$ cat src/rtl/claw_stepper_driver.sv
// Claw stepper driver: takes the up/down/stop claw command and drives a 4-coil
// stepper with the full-step sequence, travel limits and a hold-timeout release.
module claw_stepper_driver #(
    parameter int STEP_DIV    = 2000,
    parameter int MAX_STEPS   = 400,
    parameter int HOLD_CYCLES = 50000,
    parameter int POS_W       = 16
) (
    input  logic             clk,
    input  logic             rst,
    input  logic [1:0]       dir,
    output logic [3:0]       c_motor,
    output logic [POS_W-1:0] pos,
    output logic             at_top,
    output logic             at_bottom,
    output logic             busy,
    output logic             step_pulse
);

    localparam int PRE_W  = $clog2(STEP_DIV);
    localparam int HOLD_W = $clog2(HOLD_CYCLES + 1);

    localparam logic [PRE_W-1:0]  PRE_LAST  = PRE_W'(STEP_DIV - 1);
    localparam logic [HOLD_W-1:0] HOLD_LAST = HOLD_W'(HOLD_CYCLES - 1);
    localparam logic [POS_W-1:0]  POS_MAX   = POS_W'(MAX_STEPS);

    localparam logic [1:0] DIR_UP   = 2'd0;
    localparam logic [1:0] DIR_DOWN = 2'd1;

    typedef enum logic [1:0] {
        S_RELEASED,
        S_HOLD,
        S_MOVE_UP,
        S_MOVE_DOWN
    } state_t;

    state_t            state_q, state_d;
    logic [1:0]        idx_q, idx_d;
    logic [PRE_W-1:0]  pre_q, pre_d;
    logic [HOLD_W-1:0] hold_q, hold_d;
    logic [POS_W-1:0]  pos_q, pos_d;
    logic [3:0]        c_motor_q, c_motor_d;
    logic              step_q, step_d;
    logic              moving_down;

    function automatic logic [3:0] phase_of(input logic [1:0] i);
        case (i)
            2'd0:    phase_of = 4'b1100;
            2'd1:    phase_of = 4'b0110;
            2'd2:    phase_of = 4'b0011;
            default: phase_of = 4'b1001;
        endcase
    endfunction

    always_comb begin
        // NOTE: every signal gets a default first so no path leaves it unassigned (no latch).
        state_d     = state_q;
        idx_d       = idx_q;
        pre_d       = pre_q;
        hold_d      = '0;
        pos_d       = pos_q;
        step_d      = 1'b0;
        moving_down = (state_q == S_MOVE_DOWN);

        case (state_q)
            S_RELEASED, S_HOLD: begin
                // Requests into a limit fall through, so the hold timer keeps running.
                if (dir == DIR_DOWN && pos_q != POS_MAX) begin
                    state_d = S_MOVE_DOWN;
                    pre_d   = '0;
                end else if (dir == DIR_UP && pos_q != '0) begin
                    state_d = S_MOVE_UP;
                    pre_d   = '0;
                end else if (state_q == S_HOLD) begin
                    if (hold_q == HOLD_LAST) state_d = S_RELEASED;
                    else                     hold_d  = hold_q + 1'b1;
                end
            end

            default: begin
                pre_d = pre_q + 1'b1;
                if (pre_q == PRE_LAST) begin
                    pre_d  = '0;
                    step_d = 1'b1;
                    if (moving_down) begin
                        idx_d = idx_q + 2'd1;
                        pos_d = pos_q + 1'b1;
                    end else begin
                        idx_d = idx_q - 2'd1;
                        pos_d = pos_q - 1'b1;
                    end
                end
                // Direction decision uses the post-step position.
                if (dir == DIR_DOWN) begin
                    if (pos_d == POS_MAX) begin
                        state_d = S_HOLD;
                    end else begin
                        state_d = S_MOVE_DOWN;
                        if (!moving_down) pre_d = '0;
                    end
                end else if (dir == DIR_UP) begin
                    if (pos_d == '0) begin
                        state_d = S_HOLD;
                    end else begin
                        state_d = S_MOVE_UP;
                        if (moving_down) pre_d = '0;
                    end
                end else begin
                    state_d = S_HOLD;
                end
            end
        endcase

        c_motor_d = (state_d == S_RELEASED) ? 4'b0000 : phase_of(idx_d);
    end

    always_ff @(posedge clk or posedge rst) begin
        if (rst) begin
            state_q   <= S_RELEASED;
            idx_q     <= '0;
            pre_q     <= '0;
            hold_q    <= '0;
            pos_q     <= '0;
            c_motor_q <= 4'b0000;
            step_q    <= 1'b0;
        end else begin
            // NOTE: non-blocking assignments so every flop samples pre-edge values.
            state_q   <= state_d;
            idx_q     <= idx_d;
            pre_q     <= pre_d;
            hold_q    <= hold_d;
            pos_q     <= pos_d;
            c_motor_q <= c_motor_d;
            step_q    <= step_d;
        end
    end

    assign c_motor    = c_motor_q;
    assign pos        = pos_q;
    assign step_pulse = step_q;
    assign at_top     = (pos_q == '0);
    assign at_bottom  = (pos_q == POS_MAX);
    assign busy       = (state_q == S_MOVE_UP) || (state_q == S_MOVE_DOWN);

endmodule

$ cat config.mk
export PLATFORM = sky130hd
export DESIGN_NAME = claw_stepper_driver
export DESIGN_NICKNAME = d
export VERILOG_FILES = /design/src/rtl/claw_stepper_driver.sv
export SDC_FILE = /design/constraint.sdc
export NUM_CORES = 1
export LEC_CHECK = 0
export ABC_AREA = 1
export CORE_MARGIN = 1
export CORE_UTILIZATION = 64
export DETAILED_ROUTE_END_ITERATION = 10
export PLACE_DENSITY_LB_ADDON = 0.1
export SYNTH_ARGS = -nofsm -noshare
export SYNTH_HDL_FRONTEND = slang
export SYNTH_SLANG_ARGS = --single-unit
$ cat constraint.sdc
create_clock -name clk -period 4.2 [get_ports clk]
set_clock_uncertainty 0.1 [all_clocks]
set_input_delay 0.42 -clock clk [delete_from_list [all_inputs] [get_ports clk]]
set_output_delay 0.42 -clock clk [all_outputs]
set_load 0.02 [all_outputs]
==> impl_metrics.json, run 1 <==
{
  "synth-edff-count": 0,
  "p_switching_mw": 0.690,
  "hp-class": "flop to flop",
  "crit_path_end_kind": "flop",
  "clk_pin_slew_ps": 100,
  "numCtsBuffers": 5,
  "tns_ps": 0,
  "yosysTopAreaCellShare": 0.333,
  "critPathKind": "flop to flop",
  "drc": 0,
  "ir_drop_uv": 192,
  "critPathMaxFanout": 22,
  "vias_per_cell": 5.43,
  "cp-start-kind": "flop",
  "syn_to_final_growth_pct": 10.6,
  "core_um2": 5890,
  "ys.flop_type": "dfrtp_1",
  "synth_area_um2": 3900,
  "pwr-share-comb": 0.442,
  "fin_util": 0.734,
  "seqPwrFrac": 0.367,
  "nets": 646,
  "synthArstFlopShare": 1.00,
  "cts_setup_buffers": 0,
  "r2r_start": "state_q[1]",
  "seq_area_frac_synth": 0.333,
  "cts_tree": "done",
  "post-place-ws_ps": 691,
  "clk_path_buf_depth": 2,
  "num_vias": 3756,
  "synth_warnings": 0,
  "hpwl_um": 7060,
  "layout-drive-gt1-share": 0.0502,
  "internal_power_mw": 0.873,
  "clkPwrFrac": 0.191,
  "ios": 28,
  "first_pass_iters": 5,
  "status": "finished, final reports clean",
  "root_buffer": "clkbuf_8",
  "cp.required_ps": 4350,
  "gp_congestion": 0.949,
  "tightest_slew_ps": 1040,
  "routed_wl_um": 9100,
  "grt-ovfl-total": 0,
  "reg2reg_to": "pre_q[3]",
  "start_util": 0.663,
  "rows": 28,
  "clk_latency_ps": 310,
  "setup_violations": 0,
  "crit_end": "pre_q[3]",
  "period_needed_ps": 3570,
  "syn_inst": 589,
  "fill_cells": 482,
  "grt_pass1_wl_um": 15700,
  "fmax_ghz": 0.280,
  "die_h_um": 80.1,
  "synth_common_cells": "nand2_1 (199), inv_1 (89), nor2_1 (66), dfrtp_1 (52), nand3_1 (41)",
  "slew_headroom": 0.306,
  "final_antenna_net_count": 0,
  "min_period_over_period": 0.851,
  "track_usage": 0.315,
  "drv_slew": 0,
  "cap_violations": 0,
  "fp.dieW_um": 80.1,
  "drt_first_iter_violations": 308,
  "multi_input_area_um2": 2190,
  "leakage_nw": 2.41,
  "post_cts_resize_count": 0,
  "grt_setup_unrepaired": "false",
  "cts_sinks": 52,
  "portBuffers": 27,
  "antenna_found_initial": 0,
  "r2r_slack_ps": 630,
  "yosysTopAreaCell": "dfrtp_1",
  "grt_pass1_vias": 3443,
  "grt_max_degree": 53,
  "swShare": 0.441,
  "hold_viol_final": 0,
  "die_area_um2": 6420,
  "dp_cells": 684,
  "final_cells": 692,
  "reg2regPathDepth": 18,
  "p_total_mw": 1.56,
  "yosysMostFrequentCell": "nand2_1",
  "avgSynthCellArea_um2": 6.63,
  "regArea_um2": 1300,
  "crit_start": "state_q[1]",
  "synth_cell_type_count": 39,
  "ys_seq_elements": 52,
  "hold_buffers": 0,
  "crit_arrival_ps": 3730,
  "setup_slack_ps": 626,
  "synth_nets": 619,
  "n_antenna_cell": 0,
  "wl_per_cell_um": 13.2,
  "synth_area_leaders": "dfrtp_1 (33%), nand2_1 (19%), inv_1 (8.6%)",
  "powerDensity_nw_per_um2": 362,
  "h-tree-depth": 2
}
[routing by layer]
metal | GRT usage | up-vias | share of wire
met1 | 0.436 | 1732 | 0.47
met2 | 0.524 | 110 | 0.46
met4 | 0.0607 | 0 | 0.010
met5 | 0 | - | 0
li1 | - | 1904 | -
met3 | 0.0477 | 10 | 0.065
[power by group through the flow]
stage	combinational, mW	sequential [mW]	clock (mW)
after floorplan	0.527	0.575	0
after global placement	0.668	0.579	0
after detailed placement	0.677	0.581	0
after CTS	0.680	0.572	0.302
after global routing	0.789	0.578	0.321
final	0.691	0.574	0.298
[sequential cells by signal, indices dropped and copies added (netlist names)]
name and flops:
hold_q 16, pos 16, pre_q 11, state_q 2
c_motor 4, idx_q 2, step_pulse 1
[area by class of cell]
class,count,share of cell area
well taps,75,0.0217
clock inverters,3,0.00608
multi-input cells,434,0.507
flip-flops and latches,52,0.301
repair buffers,29,0.0660
inverters,94,0.0820
clock buffers,5,0.0159
[metrics by stage]
step,instance area (um^2),hold WS [ps]
6_report,4320,385
5_1_grt,4320,413
4_1_cts,4320,385
3_5_place_dp,4220,370
3_3_place_gp,4220,341
2_1_floorplan,3900,325
[kinds of logic after synthesis]
| family | after synthesis | share of synthesized area |
|---|---|---|
| fa+ha+maj | 26 | 0.0853 |
| simple gates | 352 | 0.386 |
| flops | 52 | 0.333 |
| xor+xnor | 11 | 0.0247 |
| compound gates | 45 | 0.0647 |
| buf+inv | 103 | 0.106 |
[worst max-delay path, cell delays in order, from the launching register on]
cell and delay [ps]:
dfrtp_1 480, nand2_1 700, inv_1 200, fa_1 450, inv_1 130, nand3_1 100
nand2_1 140, nand3_1 130, nand4_1 120, nand2_1 60, nor2_1 140, nand3_1 90
nand2_1 90, nand2_1 70, nand2_2 80, nand2_1 60, nand2_2 210, nand2_1 80
nand2_1 70
[cell usage in the layout, fill, tap and decap left out, drive strengths merged, types with 2 or more instances in the layout]
cell / synthesis / layout
buf: 4 / 2
xor2: 9 / 9
nor4: 4 / 4
or2: 6 / 6
nor3: 14 / 14
nand3: 42 / 42
o21ai: 14 / 14
nor2: 68 / 68
clkinvlp: 0 / 2
nand4: 11 / 11
inv: 93 / 94
a21oi: 18 / 18
dfrtp: 52 / 52
ha: 25 / 25
clkdlybuf4s50: 0 / 27
nand2: 201 / 201
xnor2: 2 / 2
a31oi: 9 / 9
clkbuf: 5 / 5
and2: 2 / 2
and3: 3 / 3
[worst min path at each step]
stage | startpoint | endpoint | slack (ps) | depth (start not counted)
6_report | hold_q[0] | hold_q[0] | 390 | 1
5_1_grt | hold_q[0] | hold_q[0] | 410 | 1
2_1_floorplan | hold_q[0] | hold_q[0] | 330 | 1
3_3_place_gp | hold_q[0] | hold_q[0] | 340 | 1
3_5_place_dp | hold_q[0] | hold_q[0] | 370 | 1
4_1_cts | hold_q[0] | hold_q[0] | 380 | 1
Note: power is estimated with default switching activity, not from simulation.
==> run 2: changes to the inputs <==
Settings changed: CORE_UTILIZATION 64 to 65, CTS_BUF_LIST from default to sky130_fd_sc_hd__clkbuf_4.
==> run 2 against run 1 <==
  * Critical path type unchanged
  * Power decreased by 3.2%
  * Largest cell class unchanged
  * Wire length increased by 1.4%
  * First-iteration DRC count decreased by 13%
  * Setup slack got worse by 62 ps
  * Clock power decreased by 17%
  * Sequential cell count unchanged
  * Highest routed layer unchanged
==> impl_metrics.json, run 2 (synthesis gave the netlist of run 1 again) <==
{
  "status": "finished, final reports clean",
  "numCtsBuffers": 5,
  "setup_violations": 0,
  "start_util": 0.692,
  "drt_first_iter_violations": 268,
  "grt_max_degree": 53,
  "cap_violations": 0,
  "core_um2": 5640,
  "leakage_nw": 2.40,
  "min_period_over_period": 0.866,
  "n_antenna_cell": 0,
  "tns_ps": 0,
  "die_h_um": 79.5,
  "critPathMaxFanout": 22,
  "die_area_um2": 6320,
  "routed_wl_um": 9230,
  "cp.required_ps": 4430,
  "ios": 28,
  "cts_tree": "done",
  "clk_pin_slew_ps": 170,
  "ir_drop_uv": 308,
  "hp-class": "flop to flop",
  "slew_headroom": 0.273,
  "hold_viol_final": 0,
  "h-tree-depth": 2,
  "rows": 27,
  "hold_buffers": 0,
  "tightest_slew_ps": 1080,
  "syn_to_final_growth_pct": 9.78,
  "fill_cells": 444,
  "clk_path_buf_depth": 2,
  "gp_congestion": 0.921,
  "wl_per_cell_um": 13.4,
  "cp-start-kind": "flop",
  "grt_pass1_wl_um": 15800,
  "drv_slew": 0,
  "clk_latency_ps": 390,
  "cts_setup_buffers": 0,
  "fp.dieW_um": 79.5,
  "num_vias": 3820,
  "layout-drive-gt1-share": 0.0502,
  "final_antenna_net_count": 0,
  "crit_path_end_kind": "flop",
  "holdWs_ps": 415,
  "grt_pass1_vias": 3579,
  "grt-ovfl-total": 0,
  "cts_sinks": 52,
  "period_needed_ps": 3640,
  "track_usage": 0.321,
  "final_cell_mix": "nand2_1 (199), inv_1 (88), nor2_1 (66)",
  "first_pass_iters": 5,
  "post_cts_resize_count": 0,
  "root_buffer": "clkbuf_4",
  "vias_per_cell": 5.54,
  "fmax_ghz": 0.275,
  "portBuffers": 27,
  "critPathKind": "flop to flop",
  "powerDensity_nw_per_um2": 353,
  "final_common_cell": "nand2_1",
  "drc": 0,
  "grt_setup_unrepaired": "false",
  "antenna_found_initial": 0,
  "nets": 646,
  "hpwl_um": 7060,
  "crit_arrival_ps": 3860
}
[run 2: changes by cell type in the layout (fill, tap and decap cells not counted), sizes merged]
| cell | delta |
|---|---|
| clkinv | +1 |
| clkinvlp | -1 |
[run 2: final timing paths]
| path | start | to | slack (ps) | depth (start not counted) |
|---|---|---|---|---|
| setup reg to reg | state_q[1] | pre_q[9] | 560 | 20 |
| hold reg to reg | hold_q[0] | hold_q[0] | 410 | 1 |
| setup / recovery | state_q[1] | pre_q[9] | 560 | 20 |
| min in group asynchronous | rst | hold_q[14] | 470 | 2 |
| hold / removal | hold_q[0] | hold_q[0] | 410 | 1 |
| max in group asynchronous | rst | pos[5] | 2880 | 2 |
[run 2: per-stage QoR]
step / utilization / setup slack [ps] / std cells / instance area (um^2) / total power, mW
after floorplan: - / 1340 / 589 / 3900 / 1.10
after global placement: 0.748 / 732 / 681 / 4220 / 1.24
after detailed placement: 0.748 / 629 / 681 / 4220 / 1.26
after CTS: 0.760 / 603 / 689 / 4290 / 1.51
after global routing: 0.760 / 208 / 689 / 4290 / 1.64
final: 0.760 / 563 / 689 / 4290 / 1.51
[run 2: area by class of cell]
type	instances	area [um^2]	area share
inverter	94	354	0.0826
clock inverter	3	27.5	0.00642
sequential	52	1300	0.304
clock buffer	5	37.5	0.00876
multi-input combinational	434	2190	0.511
timing repair buffer	29	285	0.0666
tap	72	90.1	0.0210
[run 2: per-layer routing]
| layer | wire (um) | track usage | vias to the layer above |
|---|---|---|---|
| li1 | - | - | 1915 |
| met1 | 4130 | 0.428 | 1749 |
| met2 | 4240 | 0.526 | 140 |
| met3 | 729 | 0.0594 | 16 |
| met4 | 125 | 0.0982 | 0 |
| met5 | 0 | 0 | - |
[run 2: power breakdown]
| part | switching, mW | internal (mW) | total [mW] |
|---|---|---|---|
| combinational | 0.477 | 0.214 | 0.691 |
| sequential | 0.0351 | 0.538 | 0.573 |
| clock | 0.177 | 0.0707 | 0.248 |
| total | 0.690 | 0.823 | 1.51 |
[run 2: worst max-delay path, cell delays in order (launching register included)]
cell and delay [ps]:
dfrtp_1 500, nand2_1 670, inv_1 240, fa_1 440, inv_1 160, nand3_1 110, nand2_1 170, nand2_1 90
nand2_1 60, nand2_1 40, nand2_1 110, nand2_1 80, nand2_1 80, nand3_1 70, nor2_1 110, nand3_1 80
nand2_1 80, nand2_1 60, nand2_2 190, nand2_1 80, nand2_1 70
